==> src/rtl/seg_msg_scanner_if.sv <==
// rtl/seg_msg_scanner_if.sv - message write, control and display bus of the segment scanner
interface seg_msg_scanner_if #(
  parameter int N_DIG     = 4,
  parameter int MSG_DEPTH = 16
);
  localparam int AW = $clog2(MSG_DEPTH);

  logic             wr_en;
  logic [AW-1:0]    wr_addr;
  logic [4:0]       wr_data;
  logic [AW:0]      len_i;
  logic             start;
  logic             stop;
  logic             hold;
  logic [4:0]       code_o;
  logic [N_DIG-1:0] dig_an_o;
  logic             blank_o;
  logic             busy;
  logic             wrap_o;

  modport master (
    output wr_en, wr_addr, wr_data, len_i, start, stop, hold,
    input  code_o, dig_an_o, blank_o, busy, wrap_o
  );

  modport slave (
    input  wr_en, wr_addr, wr_data, len_i, start, stop, hold,
    output code_o, dig_an_o, blank_o, busy, wrap_o
  );
endinterface

==> src/rtl/seg_msg_scanner.sv <==
// rtl/seg_msg_scanner.sv - 7-segment digit multiplexer with scrolling message buffer
// Optional blink gating enabled by defining SEG_SCANNER_BLINK_EN (adds blink_i).
module seg_msg_scanner #(
  parameter int N_DIG         = 4,
  parameter int MSG_DEPTH     = 16,
  parameter int REFRESH_DIV   = 50000,
  parameter int SCROLL_FRAMES = 64
) (
  input  logic clk,
  input  logic rst,
`ifdef SEG_SCANNER_BLINK_EN
  input  logic blink_i,
`endif
  seg_msg_scanner_if.slave bus
);
  localparam int AW  = $clog2(MSG_DEPTH);
  localparam int LW  = AW + 1;
  localparam int RCW = $clog2(REFRESH_DIV);
  localparam int DIW = $clog2(N_DIG);
  localparam int FW  = $clog2(SCROLL_FRAMES);
  localparam logic [31:0] NDIG_U = N_DIG;
  localparam logic [1:0] S_IDLE = 2'd0;
  localparam logic [1:0] S_RUN  = 2'd1;
  localparam logic [1:0] S_HOLD = 2'd2;

  logic [1:0]       r_state;
  logic [RCW-1:0]   r_rc;
  logic [DIW-1:0]   r_di;
  logic [FW-1:0]    r_fc;
  logic [LW-1:0]    r_off;
  logic [LW-1:0]    r_len;
  logic [4:0]       r_msg [MSG_DEPTH];
  logic [4:0]       r_code;
  logic [N_DIG-1:0] r_an;
  logic             r_blank;
  logic             r_busy;
  logic             r_wrap;

  logic [LW-1:0]    w_len_clamp;
  logic             w_accept;
  logic             w_active;
  logic             w_tick;
  logic             w_frame_end;
  logic             w_fc_last;
  logic             w_long;
  logic [LW-1:0]    w_off_inc;
  logic [LW-1:0]    w_off_nxt;
  logic [LW-1:0]    w_sum;
  logic [LW-1:0]    w_idx;
  logic [AW-1:0]    w_rd_addr;
  logic             w_blank_dig;
  logic             w_dark;
  logic [N_DIG-1:0] w_an;

  assign w_len_clamp = (bus.len_i > LW'(MSG_DEPTH)) ? LW'(MSG_DEPTH) : bus.len_i;
  assign w_accept    = bus.start && !bus.stop && (w_len_clamp != '0);
  assign w_active    = (r_state != S_IDLE);
  assign w_tick      = (r_rc == RCW'(REFRESH_DIV - 1));
  assign w_frame_end = w_tick && (r_di == DIW'(N_DIG - 1));
  assign w_fc_last   = (r_fc == FW'(SCROLL_FRAMES - 1));
  assign w_long      = (32'(r_len) > NDIG_U);

  // Offset and digit index stay below len, so one conditional subtract is a full modulo.
  assign w_off_inc   = r_off + LW'(1);
  assign w_off_nxt   = (w_off_inc >= r_len) ? '0 : w_off_inc;
  assign w_sum       = r_off + LW'(r_di);
  assign w_idx       = (w_sum >= r_len) ? (w_sum - r_len) : w_sum;
  assign w_rd_addr   = AW'(w_idx);
  assign w_blank_dig = !w_long && (32'(r_di) >= 32'(r_len));

`ifdef SEG_SCANNER_BLINK_EN
  assign w_dark = blink_i && (32'(r_fc) >= 32'(SCROLL_FRAMES / 2));
`else
  assign w_dark = 1'b0;
`endif

  // Digit 0 is leftmost, i.e. the MSB of the enable vector.
  always_comb begin
    w_an = '1;
    for (int k = 0; k < N_DIG; k++) begin
      w_an[k] = ((32'(r_di) + 32'(k)) != (NDIG_U - 32'd1));
    end
  end

  always_ff @(posedge clk) begin
    if (bus.wr_en) begin
      r_msg[bus.wr_addr] <= bus.wr_data;
    end
  end

  always_ff @(posedge clk or posedge rst) begin
    if (rst) begin
      r_state <= S_IDLE;
      r_rc    <= '0;
      r_di    <= '0;
      r_fc    <= '0;
      r_off   <= '0;
      r_len   <= '0;
      r_wrap  <= 1'b0;
    end else begin
      r_wrap <= 1'b0;
      if (bus.stop) begin
        r_state <= S_IDLE;
        r_rc    <= '0;
        r_di    <= '0;
        r_fc    <= '0;
        r_off   <= '0;
      end else if (w_accept) begin
        r_state <= S_RUN;
        r_rc    <= '0;
        r_di    <= '0;
        r_fc    <= '0;
        r_off   <= '0;
        r_len   <= w_len_clamp;
      end else if (w_active) begin
        r_state <= bus.hold ? S_HOLD : S_RUN;
        r_rc    <= w_tick ? '0 : r_rc + RCW'(1);
        if (w_tick) begin
          r_di <= (r_di == DIW'(N_DIG - 1)) ? '0 : r_di + DIW'(1);
        end
        if (w_frame_end && (r_state == S_RUN)) begin
          r_fc <= w_fc_last ? '0 : r_fc + FW'(1);
          if (w_fc_last && w_long) begin
            r_off  <= w_off_nxt;
            r_wrap <= (w_off_nxt == '0);
          end
        end
      end
    end
  end

  // Display registers lag the index by one clock; a (re)start shows one dark cycle.
  always_ff @(posedge clk or posedge rst) begin
    if (rst) begin
      r_an    <= '1;
      r_code  <= '0;
      r_blank <= 1'b1;
      r_busy  <= 1'b0;
    end else begin
      r_busy <= w_accept || (w_active && !bus.stop);
      if (!w_active || bus.stop || w_accept || w_dark) begin
        r_an    <= '1;
        r_code  <= '0;
        r_blank <= 1'b1;
      end else begin
        r_an    <= w_an;
        r_blank <= w_blank_dig;
        r_code  <= w_blank_dig ? 5'd0 : r_msg[w_rd_addr];
      end
    end
  end

  assign bus.code_o   = r_code;
  assign bus.dig_an_o = r_an;
  assign bus.blank_o  = r_blank;
  assign bus.busy     = r_busy;
  assign bus.wrap_o   = r_wrap;
endmodule

==> src/flat_wrapper.sv <==
// flat-port wrapper written by rule: the top's interface ports become plain ports
module seg_msg_scanner_flat 
#(
  parameter int N_DIG         = 4,
  parameter int MSG_DEPTH     = 16,
  parameter int REFRESH_DIV   = 50000,
  parameter int SCROLL_FRAMES = 64
)
  (clk, rst, bus_wr_en, bus_wr_addr, bus_wr_data, bus_len_i, bus_start, bus_stop, bus_hold, bus_code_o, bus_dig_an_o, bus_blank_o, bus_busy, bus_wrap_o);
  seg_msg_scanner_if #(.N_DIG(N_DIG), .MSG_DEPTH(MSG_DEPTH)) bus_i ();
  input  logic clk;
  input  logic rst;
  input wire logic [$bits(bus_i.wr_en)-1:0] bus_wr_en;
  input wire logic [$bits(bus_i.wr_addr)-1:0] bus_wr_addr;
  input wire logic [$bits(bus_i.wr_data)-1:0] bus_wr_data;
  input wire logic [$bits(bus_i.len_i)-1:0] bus_len_i;
  input wire logic [$bits(bus_i.start)-1:0] bus_start;
  input wire logic [$bits(bus_i.stop)-1:0] bus_stop;
  input wire logic [$bits(bus_i.hold)-1:0] bus_hold;
  output wire logic [$bits(bus_i.code_o)-1:0] bus_code_o;
  output wire logic [$bits(bus_i.dig_an_o)-1:0] bus_dig_an_o;
  output wire logic [$bits(bus_i.blank_o)-1:0] bus_blank_o;
  output wire logic [$bits(bus_i.busy)-1:0] bus_busy;
  output wire logic [$bits(bus_i.wrap_o)-1:0] bus_wrap_o;
  assign bus_i.wr_en = bus_wr_en;
  assign bus_i.wr_addr = bus_wr_addr;
  assign bus_i.wr_data = bus_wr_data;
  assign bus_i.len_i = bus_len_i;
  assign bus_i.start = bus_start;
  assign bus_i.stop = bus_stop;
  assign bus_i.hold = bus_hold;
  assign bus_code_o = bus_i.code_o;
  assign bus_dig_an_o = bus_i.dig_an_o;
  assign bus_blank_o = bus_i.blank_o;
  assign bus_busy = bus_i.busy;
  assign bus_wrap_o = bus_i.wrap_o;
  seg_msg_scanner #(.N_DIG(N_DIG), .MSG_DEPTH(MSG_DEPTH), .REFRESH_DIV(REFRESH_DIV), .SCROLL_FRAMES(SCROLL_FRAMES)) u_core (.clk(clk), .rst(rst), .bus(bus_i));
endmodule
==> config.mk <==
export PLATFORM = sky130hd
export DESIGN_NAME = seg_msg_scanner_flat
export DESIGN_NICKNAME = d
export VERILOG_FILES = /design/src/rtl/seg_msg_scanner_if.sv /design/src/rtl/seg_msg_scanner.sv /design/src/flat_wrapper.sv
export SDC_FILE = /design/constraint.sdc
export NUM_CORES = 1
export LEC_CHECK = 0
export ABC_CLOCK_PERIOD_IN_PS = 3600
export BUFFER_PORTS_ARGS = -buffer_cell sky130_fd_sc_hd__buf_2
export CAP_MARGIN = 5
export CORE_ASPECT_RATIO = 0.8
export CORE_MARGIN = 2
export CORE_UTILIZATION = 55
export CTS_CLUSTER_SIZE = 30
export DETAILED_ROUTE_END_ITERATION = 16
export PLACE_DENSITY = 0.79
export SYNTH_ARGS = -nofsm -noshare
export SYNTH_HDL_FRONTEND = slang
export SYNTH_SLANG_ARGS = --single-unit
==> constraint.sdc <==
create_clock -name clk -period 3.6 [get_ports clk]
set_input_delay 0.18 -clock clk [delete_from_list [all_inputs] [get_ports clk]]
set_output_delay 0.18 -clock clk [all_outputs]
set_load 0.02 [all_outputs]
# After elaboration in Yosys (flattened, before gate mapping)
# Memory sizes are Yosys's and may differ from the RTL's.
# Cells that the tools add are included.
# word_totals
in_bits	20
word_cells	96
regBits	48
mem_count	1
ramBits	80
output_inout_bits	12
# memory_table
name	words	word_bits	read_ports	rd_ports_with_merged_regs	wr	line_no	text
u_core.r_msg	16	5	1	0	1	seg_msg_scanner.sv:32	logic [4:0] r_msg [MSG_DEPTH];
# op_classes
addsub	9
reduce_logical	24
mux	37
n_eq_ne	8
bitwise	1
order_cmp	5
# op_table
operator	count
$ne A32 B2 Y1 const B	3
$mux W16	4
$mux W5	9
$mux W6	5
$mux W2	9
$add A16 B1 Y16 const B	1
$eq A16 B16 Y1 const B	1
$reduce_bool A3 Y1	4
$ge A5 B5 Y1	2
$mux W1	8
$mux W4	2
$logic_and A1 B1 Y1	7
$add A2 B2 Y3 const B	2
$add A6 B1 Y6 const B	1
$eq A6 B6 Y1 const B	1
$reduce_and A2 Y1	3
$add A5 B1 Y5 const B	1
$add A5 B2 Y5	1
$ge A2 B5 Y1	1
$gt A5 B3 Y1 const B	1
$gt A5 B5 Y1 const B	1
$logic_not A5 Y1	1
$reduce_bool A5 Y1	1
$sub A4 B4 Y4	1
other kinds (10)	14

# Depth between registers and ports, before layout
# logic_depth
ltp_word	9
depth_mapped	15
ltp_nobuf	12

# Least setup slack after synthesis
# No wires, ideal clock.
# synth_path
kind	register to register
startpoint	register u_core.r_off[0]
endpoint	register u_core.r_code[2], in the netlist u_core.bus.code_o[2]
synth_period_minus_slack_ps	3329
setup_time_ps	121
arrival_ps	3208
path_slack_ps	271
stages_incl_launch_ff	14
path_cell_list	dfrtp_1 ha_1 fa_1 xor2_1 ha_1 and3_1 o21ai_2 a21boi_1 a31oi_1 buf_4 buf_4 mux2i_1 a221oi_1 a22o_1
# synth_via
elab_chain_cells	6
word_cells_on_any_way	7
classes_between	add/sub: 2; order compare: 1; mux: 3; memory: 1
# synth_lines
item	line_no	text
start: declaration	seg_msg_scanner.sv:30	logic [LW-1:0] r_off;
start signal: assignment	seg_msg_scanner.sv:124	r_off <= w_off_nxt;
$add A5 B2 Y5 *	seg_msg_scanner.sv:66	assign w_sum = r_off + LW'(r_di);
$sub A4 B4 Y4 or $ge A5 B5 Y1 (tied branches)	seg_msg_scanner.sv:67	assign w_idx = (w_sum >= r_len) ? (w_sum - r_len) : w_sum;
$mux W4 *	seg_msg_scanner.sv:67	
$mem_v2 Z16 W5 *	-	
$mux W5 *	seg_msg_scanner.sv:148	r_code <= w_blank_dig ? 5'd0 : r_msg[w_rd_addr];
$mux W5 *	seg_msg_scanner.sv:141	if (!w_active || bus.stop || w_accept || w_dark) begin
end signal: assignment	seg_msg_scanner.sv:148	
end: declaration	seg_msg_scanner.sv:33	logic [4:0] r_code;
# Every way passes the cells marked *; elsewhere a longest branch is shown, timed or not.
# A chain may end at the register's enable or synchronous reset.

# Worst setup path after layout
# layout_path
startpoint	register u_core.r_di[0]
endpoint	register u_core.r_code[1], in the netlist u_core.bus.code_o[1]
# layout_via
elab_chain_cells	6
word_cells_on_any_way	9
classes_between	add/sub: 2; order compare: 2; mux: 3; reduce/logical: 1; memory: 1
# layout_lines
item	line_no	text
start: declaration	seg_msg_scanner.sv:28	logic [DIW-1:0] r_di;
start signal: assignment	seg_msg_scanner.sv:119	r_di <= (r_di == DIW'(N_DIG - 1)) ? '0 : r_di + DIW'(1);
$add A5 B2 Y5	seg_msg_scanner.sv:66	
$sub A4 B4 Y4 or $ge A5 B5 Y1 (tied branches)	seg_msg_scanner.sv:67	
$mux W4	seg_msg_scanner.sv:67	
$mem_v2 Z16 W5	-	
$mux W5 *	seg_msg_scanner.sv:148	
$mux W5 *	seg_msg_scanner.sv:141	
# Marks and branches as above.

==> metrics.md <==
| Metric | Value |
|---|---|
| Largest net degree at the start of global routing | `49` |
| Vias in the first global route | `4311` |
| Area growth from synthesis to layout | `16.60%` |
| Clock transition at the registers of the reported paths | `60 ps` |
| Final std cells w/o fill | `714` |
| Failing checks | `hold timing` |
| IO buf count | `31` |
| Mean Syn Cell Area | `11.98 um^2` |
| Detailed Route WL | `14310 um` |
| Status | `finished, violations left` |
| Core area | `0.01085 mm^2` |
| Largest family of logic cells by synthesized area | `simple AND/OR/NAND/NOR gates` |
| CTS tree | `built` |
| Worst VDD drop | `0.3070 mV` |
| Synth Area in Simple Gates | `14.80%` |
| CTS root buffer | `clkbuf_16` |
| N_diodes | `0` |
| Sw frac | `23.69%` |
| Placed Cells | `679` |
| Critical Path Fanout Max | `8` |
| CP Capture Type | `flip-flop` |
| Final setup violating endpoints | `0` |
| Nets@finish | `600` |
| Psw | `0.9006 mW` |
| CP Launch Type | `flip-flop` |
| Via count | `4520` |
| Synth async-reset ratio | `37.50%` |
| Synth Area in XOR/XNOR | `1.860%` |
| Dpl hpwl | `9260 um` |
| Finished Core Util | `65.79%` |
| Total power | `3.802 mW` |
| Worst r2r dst | `u_core.bus.code_o[1]$_DFF_PP0_` |
| Avg Vias per Cell | `6.331` |
| Worst hold slack | `-0.5909 ps` |
| Adder-cell share of the synthesized area | `4.947%` |
| FF+latch count, synth | `128` |
| Hold/Removal Path Class | `input pin to asynchronous set/reset pin` |
| Slew HR | `29.96%` |
| Clock power frac | `45.9%` |
| P_int | `2.901 mW` |
| Post-synthesis mux area share | `2.882%` |
| First-pass GRT wire length | `22650 um` |
| ANT nets after route | `0` |
| Logic pwr share | `11.4%` |
| DRC Markers | `0` |
| Initial Utilization | `56.42%` |
| Sequential group share of total power | `42.7%` |
| CTS H-tree lvls | `4` |
| Crit path DAT | `3810 ps` |
| Worst Reg-to-Reg Cells | `11` |
| Power per Cell Area | `532.7 mW/mm^2` |
| Die area | `0.01199 mm^2` |
| Netlist cell types | `59` |
| R2R setup slack | `100 ps` |
| Row cnt | `34` |
| Area of the multi-input gates | `0.002390 mm^2` |
| Cell count after synthesis | `511` |
| Clk_skew | `10.51 ps` |
| Sequential Area | `0.003610 mm^2` |
| Top-area cell type share of the netlist area | `39.25%` |
| Pleak | `2.757 nW` |
| Initial antenna violation count | `0` |
| Register area share after synthesis | `58.97%` |
| Pins Over Slew Limit | `0` |
| Fin. Hold Viols | `2` |
| DRT iter0 DRCs | `589` |
| Tmin final | `3495 ps` |
| Top cells by area, synth | `edfxtp_1, dfrtp_1, ha_1` |
| CTS Sinks | `128` |
| Drt pass-1 iters | `6` |
| Setup_tns | `0 ps` |
| Wire per inst | `20.04 um` |
| Dpl cell area | `0.006485 mm^2` |
| Final period utilization | `97.10%` |
| Die Y | `98.36 um` |
| GPL Wtd Cong | `0.8998` |
| EDFF count, synth | `80` |
| Maxcap violations | `0` |
| Least-Margin Pin Slew | `1043 ps` |
| Final Cell Area | `0.007137 mm^2` |
| Fmax | `0.2861 GHz` |
| Bufs on Longest Clock Path | `2` |
| I/O pins | `32` |
| Largest area contributor in the netlist | `edfxtp_1` |
| Die width | `121.9 um` |
| Share of cells above drive strength 1 | `17.54%` |
| Total GRT Usage | `25.26%` |
| Complex-gate fraction of the synthesized area | `14.00%` |
| Fill cell instance count of the final layout | `772` |
| Ys flop type | `edfxtp_1` |
| Synth Cell Area | `0.006121 mm^2` |
| Kind of critical path | `flip-flop to flip-flop` |
| Worst-skew pair later-pin latency | `420 ps` |
| R2R Path Start | `u_core.r_di[0]$_DFFE_PP0P_` |
| Worst Path Required | `3910 ps` |
| GRT overflow | `0` |
| Total CTS buffers | `17` |
| Yosys warnings | `0` |
| Syn Nets | `554` |
[cell type report]
class,count,area share [%]
Inverter,18,0.9467
Clock inverter,6,1.508
Sequential cell,128,50.58
Multi-Input combinational cell,345,33.49
Tap cell,144,2.525
Timing Repair Buffer,47,4.102
Clock buffer,26,6.855
[layer usage]
layer	wire length (um)	vias up	track usage (%)
met5	0	-	0
met4	251	0	9.195
met3	1402	31	9.054
met2	6645	231	36.31
met1	6008	2231	35.60
li1	-	2027	-
[kinds of logic (layout without fill, tap and decap cells)]
family	after synthesis	count (layout)
muxes	17	17
DFF	128	128
and+or+nand+nor	162	162
buffers and inverters	38	97
xor gates and xnor gates	13	13
adders and majority gates	23	23
AOI/OAI and AO/OA	130	130
[per-stage QoR]
| stage | hold WS, ps | setup slack (ps) |
|---|---|---|
| 2_1_floorplan | 243.1 | 271.0 |
| 3_3_place_gp | 411.8 | 194.5 |
| 3_5_place_dp | 414.2 | 36.94 |
| 4_1_cts | 9.086 | 10.50 |
| 5_1_grt | 49.31 | -0.8948 |
| 6_report | -0.5909 | 104.5 |
[worst max path at each step]
stage | start | to | depth (start not counted)
final | u_core.r_di[0]$_DFFE_PP0P_ | u_core.bus.code_o[1]$_DFF_PP0_ | 11
after global routing | u_core.r_di[0]$_DFFE_PP0P_ | u_core.bus.code_o[1]$_DFF_PP0_ | 12
after CTS | u_core.r_di[0]$_DFFE_PP0P_ | u_core.bus.code_o[2]$_DFF_PP0_ | 11
after detailed placement | u_core.r_di[0]$_DFFE_PP0P_ | u_core.bus.code_o[1]$_DFF_PP0_ | 11
after global placement | u_core.r_di[0]$_DFFE_PP0P_ | u_core.bus.code_o[4]$_DFF_PP0_ | 11
after floorplan | u_core.r_off[0]$_DFFE_PP0P_ | u_core.bus.code_o[2]$_DFF_PP0_ | 13
[placed cells by master (no fill, tap or decap), drive strengths merged, types with 3 or more instances in the layout]
cell type / synthesis / final
a211oi: 25 / 25
a21o: 5 / 5
a21oi: 29 / 29
a221oi: 5 / 5
a22o: 4 / 4
a31oi: 3 / 3
and3: 30 / 30
buf: 6 / 45
bufinv: 0 / 3
clkbuf: 14 / 26
clkinv: 0 / 3
dfrtp: 43 / 43
dfstp: 5 / 5
edfxtp: 80 / 80
ha: 21 / 21
inv: 18 / 18
mux2: 5 / 5
mux2i: 12 / 12
nand2: 29 / 29
nand2b: 12 / 12
nand3: 16 / 16
nand3b: 3 / 3
nand4: 5 / 5
nor2: 31 / 31
nor3: 10 / 10
nor3b: 5 / 5
o2111ai: 5 / 5
o21a: 3 / 3
o21ai: 35 / 35
o311a: 4 / 4
o31ai: 3 / 3
or3: 7 / 7
or4: 3 / 3
xnor2: 7 / 7
xor2: 6 / 6
[power by group through the flow]
stage	sequential [mW]	clock, mW	combinational [mW]
final	1.62	1.75	0.433
after global routing	1.62	1.82	0.467
after CTS	1.62	1.76	0.411
after detailed placement	1.65	0	0.403
after global placement	1.65	0	0.394
after floorplan	1.65	0	0.268
[registers in the layout (all words and copies together), names as in the netlist]
signal,count
u_core.r_msg,80
u_core.r_rc,16
u_core.r_fc,6
u_core.bus.code_o,5
u_core.r_len,5
u_core.r_off,5
u_core.bus.dig_an_o,4
u_core.r_di,2
u_core.r_state,2
u_core.bus.blank_o,1
u_core.bus.busy,1
u_core.bus.wrap_o,1
[Yosys cell counts (3+ instances only)]
master / instances
o31ai_1: 3
a21oi_1: 29
ha_1: 21
mux2_2: 5
clkbuf_1: 14
a221oi_1: 5
inv_1: 18
buf_2: 4
dfstp_2: 5
nor3_1: 8
mux2i_1: 12
xnor2_1: 7
nor3b_1: 5
a21o_1: 5
o311a_1: 4
edfxtp_1: 80
xor2_1: 6
a22o_1: 4
nand2b_1: 11
or3_1: 7
and3_1: 30
nand2_1: 29
o21a_1: 3
nand3_1: 16
o21ai_0: 33
nor2_1: 31
nand4_1: 4
o2111ai_1: 5
a31oi_1: 3
a211oi_1: 24
nand3b_1: 3
dfrtp_1: 43
[worst max-delay path, stage by stage, from the launching register on]
cell and delay, ps:
dfrtp_1 430, ha_1 230, fa_1 410, xor2_1 200, ha_1 370, nand4_1 150
o21ba_2 310, a21o_1 220, nand2_2 160, mux2_2 390, o311a_1 320, a22o_1 180
[repair_timing]
| item | CTS | global route |
|---|---|---|
| resized for setup | 0 | 9 |
| setup buffers | 0 | 1 |
| hold buffers | 2 | 0 |
| endpoints found under the hold margin | 3 | 0 |
| setup endpoints to repair | 0 | 5 |
Power figures use the tool's default switching activity.
